$ cat config.mk
export PLATFORM = sky130hd
export DESIGN_NAME = spi_flash_cmd
export DESIGN_NICKNAME = d
export VERILOG_FILES = /design/src/rtl/spi_flash_cmd.sv
export SDC_FILE = /design/constraint.sdc
export NUM_CORES = 1
export LEC_CHECK = 0
export ABC_AREA = 1
export CELL_PAD_IN_SITES_DETAIL_PLACEMENT = 1
export CELL_PAD_IN_SITES_GLOBAL_PLACEMENT = 2
export CORE_MARGIN = 2
export CORE_UTILIZATION = 30
export DETAILED_ROUTE_END_ITERATION = 10
export GPL_ROUTABILITY_DRIVEN = 0
export GPL_TIMING_DRIVEN = 0
export PLACE_DENSITY = 0.83
export SYNTH_ARGS = -nofsm -noshare
export SYNTH_HDL_FRONTEND = slang
export SYNTH_SLANG_ARGS = --single-unit
$ cat constraint.sdc
create_clock -name clk -period 2.5 [get_ports clk]
set_input_delay 0.375 -clock clk [delete_from_list [all_inputs] [get_ports clk]]
set_output_delay 0.375 -clock clk [all_outputs]
set_load 0.05 [all_outputs]
$ cat src/rtl/spi_flash_cmd.sv
// Command sequencer feeding a byte-wide SPI master: opcode, optional 24-bit address, payload, then a CS-release gap.
// Optional write-enable preamble (0x06 sent as its own transaction) is built only when SPI_FLASH_WREN_EN is defined.
module spi_flash_cmd #(
    parameter int GAP_CYCLES = 32
) (
    input  logic        clk,
    input  logic        rst_n,
    input  logic        cmd_valid,
    output logic        cmd_ready,
    input  logic [7:0]  cmd_opcode,
    input  logic [23:0] cmd_addr,
    input  logic        cmd_addr_en,
    input  logic [8:0]  cmd_len,
    input  logic [7:0]  wr_data,
    input  logic        wr_valid,
    output logic        wr_ready,
    output logic [7:0]  data,
    output logic        valid,
    input  logic        ready,
    output logic        busy,
    output logic        done,
    output logic        underrun
);

    localparam logic [2:0] IDLE  = 3'd0;
`ifdef SPI_FLASH_WREN_EN
    localparam logic [2:0] WREN  = 3'd1;
    localparam logic [2:0] WGAP  = 3'd2;
`endif
    localparam logic [2:0] OPC   = 3'd3;
    localparam logic [2:0] ADDR  = 3'd4;
    localparam logic [2:0] PAY   = 3'd5;
    localparam logic [2:0] DRAIN = 3'd6;
    localparam logic [2:0] GAP   = 3'd7;

    localparam int TW = $clog2(GAP_CYCLES + 3);
    localparam logic [TW-1:0] DRAIN_LAST = TW'(2);
    localparam logic [TW-1:0] GAP_LAST   = TW'(GAP_CYCLES - 1);

    logic [2:0]    state;
    logic          armed;
    logic [7:0]    opc_q;
    logic [23:0]   addr_q;
    logic          addr_en_q;
    logic [8:0]    pay_cnt;
    logic [1:0]    byte_cnt;
    logic [TW-1:0] tmr;
    logic          done_q;
    logic          under_q;
    logic          accept;
`ifdef SPI_FLASH_WREN_EN
    logic          gap_ph;

    function automatic logic needs_wren(input logic [7:0] op);
        return (op == 8'h02) || (op == 8'h20) || (op == 8'hD8) || (op == 8'hC7);
    endfunction
`endif

    // armed keeps cmd_ready low until the first clock after reset release
    assign cmd_ready = (state == IDLE) && armed;
    assign accept    = cmd_valid && cmd_ready;
    assign busy      = (state != IDLE);
    assign done      = done_q;
    assign underrun  = under_q;
    assign wr_ready  = (state == PAY) && ready;

    always_comb begin
        data  = 8'h00;
        valid = 1'b0;
        case (state)
`ifdef SPI_FLASH_WREN_EN
            WREN: begin
                data  = 8'h06;
                valid = 1'b1;
            end
`endif
            OPC: begin
                data  = opc_q;
                valid = 1'b1;
            end
            ADDR: begin
                valid = 1'b1;
                case (byte_cnt)
                    2'd0:    data = addr_q[23:16];
                    2'd1:    data = addr_q[15:8];
                    default: data = addr_q[7:0];
                endcase
            end
            PAY: begin
                data  = wr_data;
                valid = wr_valid;
            end
            default: begin
                data  = 8'h00;
                valid = 1'b0;
            end
        endcase
    end

    always_ff @(posedge clk or negedge rst_n) begin
        if (!rst_n) begin
            state     <= IDLE;
            armed     <= 1'b0;
            opc_q     <= 8'h00;
            addr_q    <= 24'h0;
            addr_en_q <= 1'b0;
            pay_cnt   <= 9'd0;
            byte_cnt  <= 2'd0;
            tmr       <= '0;
            done_q    <= 1'b0;
            under_q   <= 1'b0;
`ifdef SPI_FLASH_WREN_EN
            gap_ph    <= 1'b0;
`endif
        end else begin
            armed  <= 1'b1;
            done_q <= 1'b0;
            if (state == PAY && ready && !wr_valid)
                under_q <= 1'b1;
            case (state)
                IDLE: begin
                    if (accept) begin
                        opc_q     <= cmd_opcode;
                        addr_q    <= cmd_addr;
                        addr_en_q <= cmd_addr_en;
                        pay_cnt   <= cmd_len;
                        byte_cnt  <= 2'd0;
                        tmr       <= '0;
                        under_q   <= 1'b0;
`ifdef SPI_FLASH_WREN_EN
                        state     <= needs_wren(cmd_opcode) ? WREN : OPC;
`else
                        state     <= OPC;
`endif
                    end
                end
`ifdef SPI_FLASH_WREN_EN
                WREN: begin
                    if (ready) begin
                        state  <= WGAP;
                        tmr    <= '0;
                        gap_ph <= 1'b0;
                    end
                end
                // Same drain-then-gap sequence as DRAIN/GAP, tracked by gap_ph
                WGAP: begin
                    if (!gap_ph) begin
                        if (tmr == DRAIN_LAST) begin
                            if (ready) begin
                                gap_ph <= 1'b1;
                                tmr    <= '0;
                            end
                        end else begin
                            tmr <= tmr + TW'(1);
                        end
                    end else if (tmr == GAP_LAST) begin
                        state  <= OPC;
                        gap_ph <= 1'b0;
                        tmr    <= '0;
                    end else begin
                        tmr <= tmr + TW'(1);
                    end
                end
`endif
                OPC: begin
                    if (ready) begin
                        tmr      <= '0;
                        byte_cnt <= 2'd0;
                        if (addr_en_q)
                            state <= ADDR;
                        else
                            state <= (pay_cnt != 9'd0) ? PAY : DRAIN;
                    end
                end
                ADDR: begin
                    if (ready) begin
                        if (byte_cnt == 2'd2) begin
                            state <= (pay_cnt != 9'd0) ? PAY : DRAIN;
                            tmr   <= '0;
                        end else begin
                            byte_cnt <= byte_cnt + 2'd1;
                        end
                    end
                end
                // pay_cnt holds 1..256 here, so the last transfer lands on 0 without wrapping
                PAY: begin
                    if (wr_valid && ready) begin
                        pay_cnt <= pay_cnt - 9'd1;
                        if (pay_cnt == 9'd1) begin
                            state <= DRAIN;
                            tmr   <= '0;
                        end
                    end
                end
                DRAIN: begin
                    if (tmr == DRAIN_LAST) begin
                        if (ready) begin
                            state <= GAP;
                            tmr   <= '0;
                        end
                    end else begin
                        tmr <= tmr + TW'(1);
                    end
                end
                GAP: begin
                    if (tmr == GAP_LAST) begin
                        state  <= IDLE;
                        done_q <= 1'b1;
                        tmr    <= '0;
                    end else begin
                        tmr <= tmr + TW'(1);
                    end
                end
                default: state <= IDLE;
            endcase
        end
    end

endmodule

### After elaboration in Yosys (flattened, before gate mapping)

Cells that the tools add are included.

* register bits: 56
* input port bits: 55
* output and inout port bits: 14

* add/sub/neg operators: 3
* equal/unequal tests: 20
* muxes and demuxes: 37
* reduce and logical (&&, ||, !) cells: 19

Operators with widths (count)
* $mux 6: 8
* $pmux 6 s6: 1
* $mux 3: 9
* $pmux 8 s3: 1
* $mux 9: 2
* $pmux 3 s6: 1
* $pmux 9 s2: 1
* $ne 2x2->1 const B: 8
* $pmux 8 s2: 1
* $eq 3x3->1 const B: 4
* $mux 2: 6
* $eq 9x1->1 const B: 1
* $reduce_and 9->1: 1
* $reduce_bool 9->1: 1
* $sub 9x1->9 const B: 1
* $add 6x1->6 const B: 1
* $eq 6x2->1 const B: 1
* $eq 6x5->1 const B: 1
* $pmux 2 s3: 1
* $reduce_and 6->1: 1
* $reduce_bool 3->1: 2
* $reduce_bool 6->1: 1
* $logic_and 1x1->1: 5
* $mux 1: 5
* 14 further kinds: 15

### Logic depth before layout (Yosys ltp)

* depth after elaboration: 6
* gate-level depth with buffers: 11
* depth with buffers taken out: 11

### Worst setup path before layout

Ideal clock, no wire load.

* path kind: flip-flop to output port
* start: register state[1]
* end: output valid
* arrival: 1.963 ns
* data required time: 2.125 ns
* setup slack: 0.162 ns
* stages on the path, launching flop included: 5
* path buffers: 1
* cells stage by stage: dfrtp_1 -> inv_1 -> nand3_1 -> clkbuf_1 -> o21ai_0

* cells in the longest elaborated chain, start to end: 3
* elaborated cells between the ends (all ways): 5
* those cells by class: eq/ne (3); mux (1); reduce/logical (1)

RTL lines
* start, declared: line 40 `logic [2:0] state;`
* start signal, assigned: line 172 `state <= (pay_cnt != 9'd0) ? PAY : DRAIN;`
* start signal, assigned: line 178 `state <= (pay_cnt != 9'd0) ? PAY : DRAIN;`
* $eq 3x3->1 / $eq 3x2->1 (equally long branches): line 70 `case (state)`
* $reduce_or 2->1 (no source line)
* $pmux 1 s2 *: line 70
* end, declared: line 18 `output logic valid,`

Mark *: on every way between the ends. The rest lies on a longest branch, timed or not.

### Worst setup path after layout

* start: register state[0]
* end: output cmd_ready

* cells in the longest elaborated chain, start to end: 2

RTL lines
* $logic_not 3->1: line 60 `assign cmd_ready = (state == IDLE) && armed;`
* $logic_and 1x1->1: line 60
* end, declared: line 9 `output logic cmd_ready,`

Every way passes these cells.

==> results.yml <==
grt:
  grt_max_degree: 38
  antenna_found_initial: 0
  track_usage_pct: 17.7
  grt_pass1_wl_um: 16100
  grt_pass1_vias: 3345
  grt-ovfl-total: 0
finish:
  fin_cells: 650
  seq_area_mm2: 0.00140
  final_cell_mix: "122 x nand2_1, 66 x inv_1, 57 x clkdlybuf4s50_1"
  diodes: 0
  nFillCells: 1320
  fin_nets: 577
  drive_gt1_share_pct: 8.17
  syn2layout_area_growth_pct: 28.8
  final_common_cell: "nand2_1"
  multi_input_area_mm2: 0.00146
timing:
  max_slew_margin_pct: 64.5
  finalMaxSlewViolations: 0
  setup_viol: 0
  grt_setup_unrepaired: "no"
  period_minus_slack_ns: 2.39
  fmax_ghz: 0.418
  hold_viol_final: 0
  finClkSkew_ns: 0.00591
  tns_ns: 0
  fin_crit_sh_pct: 95.8
  tightest_slew_ns: 0.532
floorplanning:
  num_rows: 37
  die_h_um: 107
  die_w_um: 107
  dieArea_mm2: 0.0115
  coreArea_mm2: 0.0103
  start_util_pct: 31.0
  ioPinCount: 69
job:
  drv_cap: 0
yosys:
  yosysWarnings: 0
  syn_area_mm2: 0.00320
  synthTopCellsByArea: "dfrtp_1 44%, nand2_1 14%, o21ai_0 8.1%"
  synth_nets: 501
  ys_seq_area_share_pct: 43.8
  syn_area_per_cell_um2: 7.30
  synth_top_area_share_pct: 43.8
  yosysTopAreaCell: "dfrtp_1"
  synthCells: 438
  synth_cell_type_count: 29
  synth_seq_cells: 56
power_and_ir_drop:
  peakVddDrop_mv: 0.337
  p_per_area_mw_per_mm2: 1030
  p_leak_uw: 0.00194
worst_setup_path:
  reg2reg_depth: 6
  end_kind: "output pin"
  cp-start-kind: "register"
  worstPathRequired_ns: 2.12
  cp.depth: 5
  worstPathMaxFanout: 8
  slowest_delay_ns: 0.81
  path_cells: "buf_6, nor2_4, nand2_4, nor2_1, clkdlybuf4s50_1"
  worst_path_max_delay_cell: "clkdlybuf4s50_1"
  path_delay_family: "buffers and inverters"
  critPathKind: "reg2out"
  crit_arrival_ns: 2.02
  path_buf_inv: 2
route:
  drt-initial-drc-count: 73
  vias: 3069
  routedWlPerCell_um: 14.4
  totalWireLength_um: 9380
  via_per_inst: 4.72
  drc: 0
  ant_nets: 0
  drt_first_pass_iters: 4
run_status:
  status: "completed"
place:
  port_buffers: 68
  hpwl_um: 7250
  placed_cells_incl_taps: 643
clock_tree:
  clockBufferDepth: 2
  hold_buffers: 0
  cts.sinks: 56
  cts_tree: "yes"
  insertion_delay_ns: 0.33
  cts-root-buf: "clkbuf_8"
  clk_pin_slew_ns: 0.11
  numCtsBuffers: 5
  cts_max_level: 2
hold_path:
  hold_path.class: "in2async"
[per-layer routing]
metal | GRT usage [%] | vias up | wire, um | share of wire, %
met5 | 0 | - | 0 | 0
met4 | 5.38 | 0 | 150 | 1.6
met3 | 2.18 | 12 | 262 | 2.8
met2 | 31.1 | 50 | 4610 | 49
met1 | 22.5 | 1468 | 4350 | 46
li1 | - | 1539 | - | -
[kinds of logic after synthesis]
group	after synthesis	synth area share [%]
simple gates	201	26.1
compound gates	85	14.7
buf+inv	82	10.7
flops	56	43.8
fa+ha+maj	8	3.13
xor+xnor	4	1.10
other cells	1	0.117
mux	1	0.352
[report_power, final]
| group | internal (uW) | switching [uW] |
|---|---|---|
| Sequential | 1290 | 189 |
| Clock | 197 | 336 |
| Combinational | 731 | 1510 |
| Total | 2210 | 2030 |
[sequential cells by signal, indices dropped and copies added, names as in the netlist]
name / cells
byte_cnt: 2
armed: 1
done: 1
addr_q: 24
addr_en_q: 1
opc_q: 8
tmr: 6
pay_cnt: 9
state: 3
underrun: 1
[Yosys cell counts, drive strengths merged]
cell    instances
nor2           41
nand2         125
o211ai         12
nand4           3
o21ai          55
dfrtp          56
inv            67
nor3            2
ha              8
conb            1
a22oi           1
mux2            1
o22ai           8
buf             9
xor2            4
clkbuf          4
clkinv          2
a21oi           6
a31oi           3
or2             1
nand3          29
[what timing repair did]
action / 4_1_cts / 5_1_grt
gates resized for setup: 40 / 19
setup endpoints to repair: 10 / 9
buffers inserted: 0 / 0
[metrics by stage]
step                      total power, uW  cell area [um2]  hold slack [ns]  worst slack, ns  util, %
after detailed placement             3810             4060            0.383           -0.302     39.4
after CTS                            4330             4160           0.0337          -0.0398     40.3
final                                4250             4120          0.00509            0.106     39.9
after global routing                 4650             4120           0.0373           0.0158     39.9
after global placement               3750             4050            0.457           -0.949     39.2
after floorplan                      3060             3200           0.0794            0.162        -
[worst register-to-register path, stage by stage, from the launching register on]
cell	delay [ns]
dfrtp_1	0.39
buf_6	0.14
nor2_4	0.16
nand2_4	0.10
nor3_2	0.24
clkbuf_1	0.47
o21ai_0	0.18
[worst paths after layout]
check                                       startpoint                       to  slack, ns
min in group clk                pay_cnt[8]$_DFFE_PN0P_   pay_cnt[8]$_DFFE_PN0P_       0.49
worst max register to register    state[0]$_DFFE_PN0P_     opc_q[2]$_DFFE_PN0P_       0.70
worst min register to register  pay_cnt[8]$_DFFE_PN0P_   pay_cnt[8]$_DFFE_PN0P_       0.49
worst max-delay path              state[0]$_DFFE_PN0P_                cmd_ready       0.11
max in group asynchronous                        rst_n  byte_cnt[1]$_DFFE_PN0P_       1.91
worst min-delay path                             rst_n   pay_cnt[5]$_DFFE_PN0P_      0.005
[final cells by class]
class                   count  area share, %
multi-input cells         300           35.5
flip-flops and latches     56           34.0
repair buffers             69           15.8
inverters                  69           6.35
well taps                 136           4.13
plain buffers              13           2.07
clock buffers               5           1.67
clock inverters             2          0.395
Note: power is estimated with default switching activity, not from simulation.
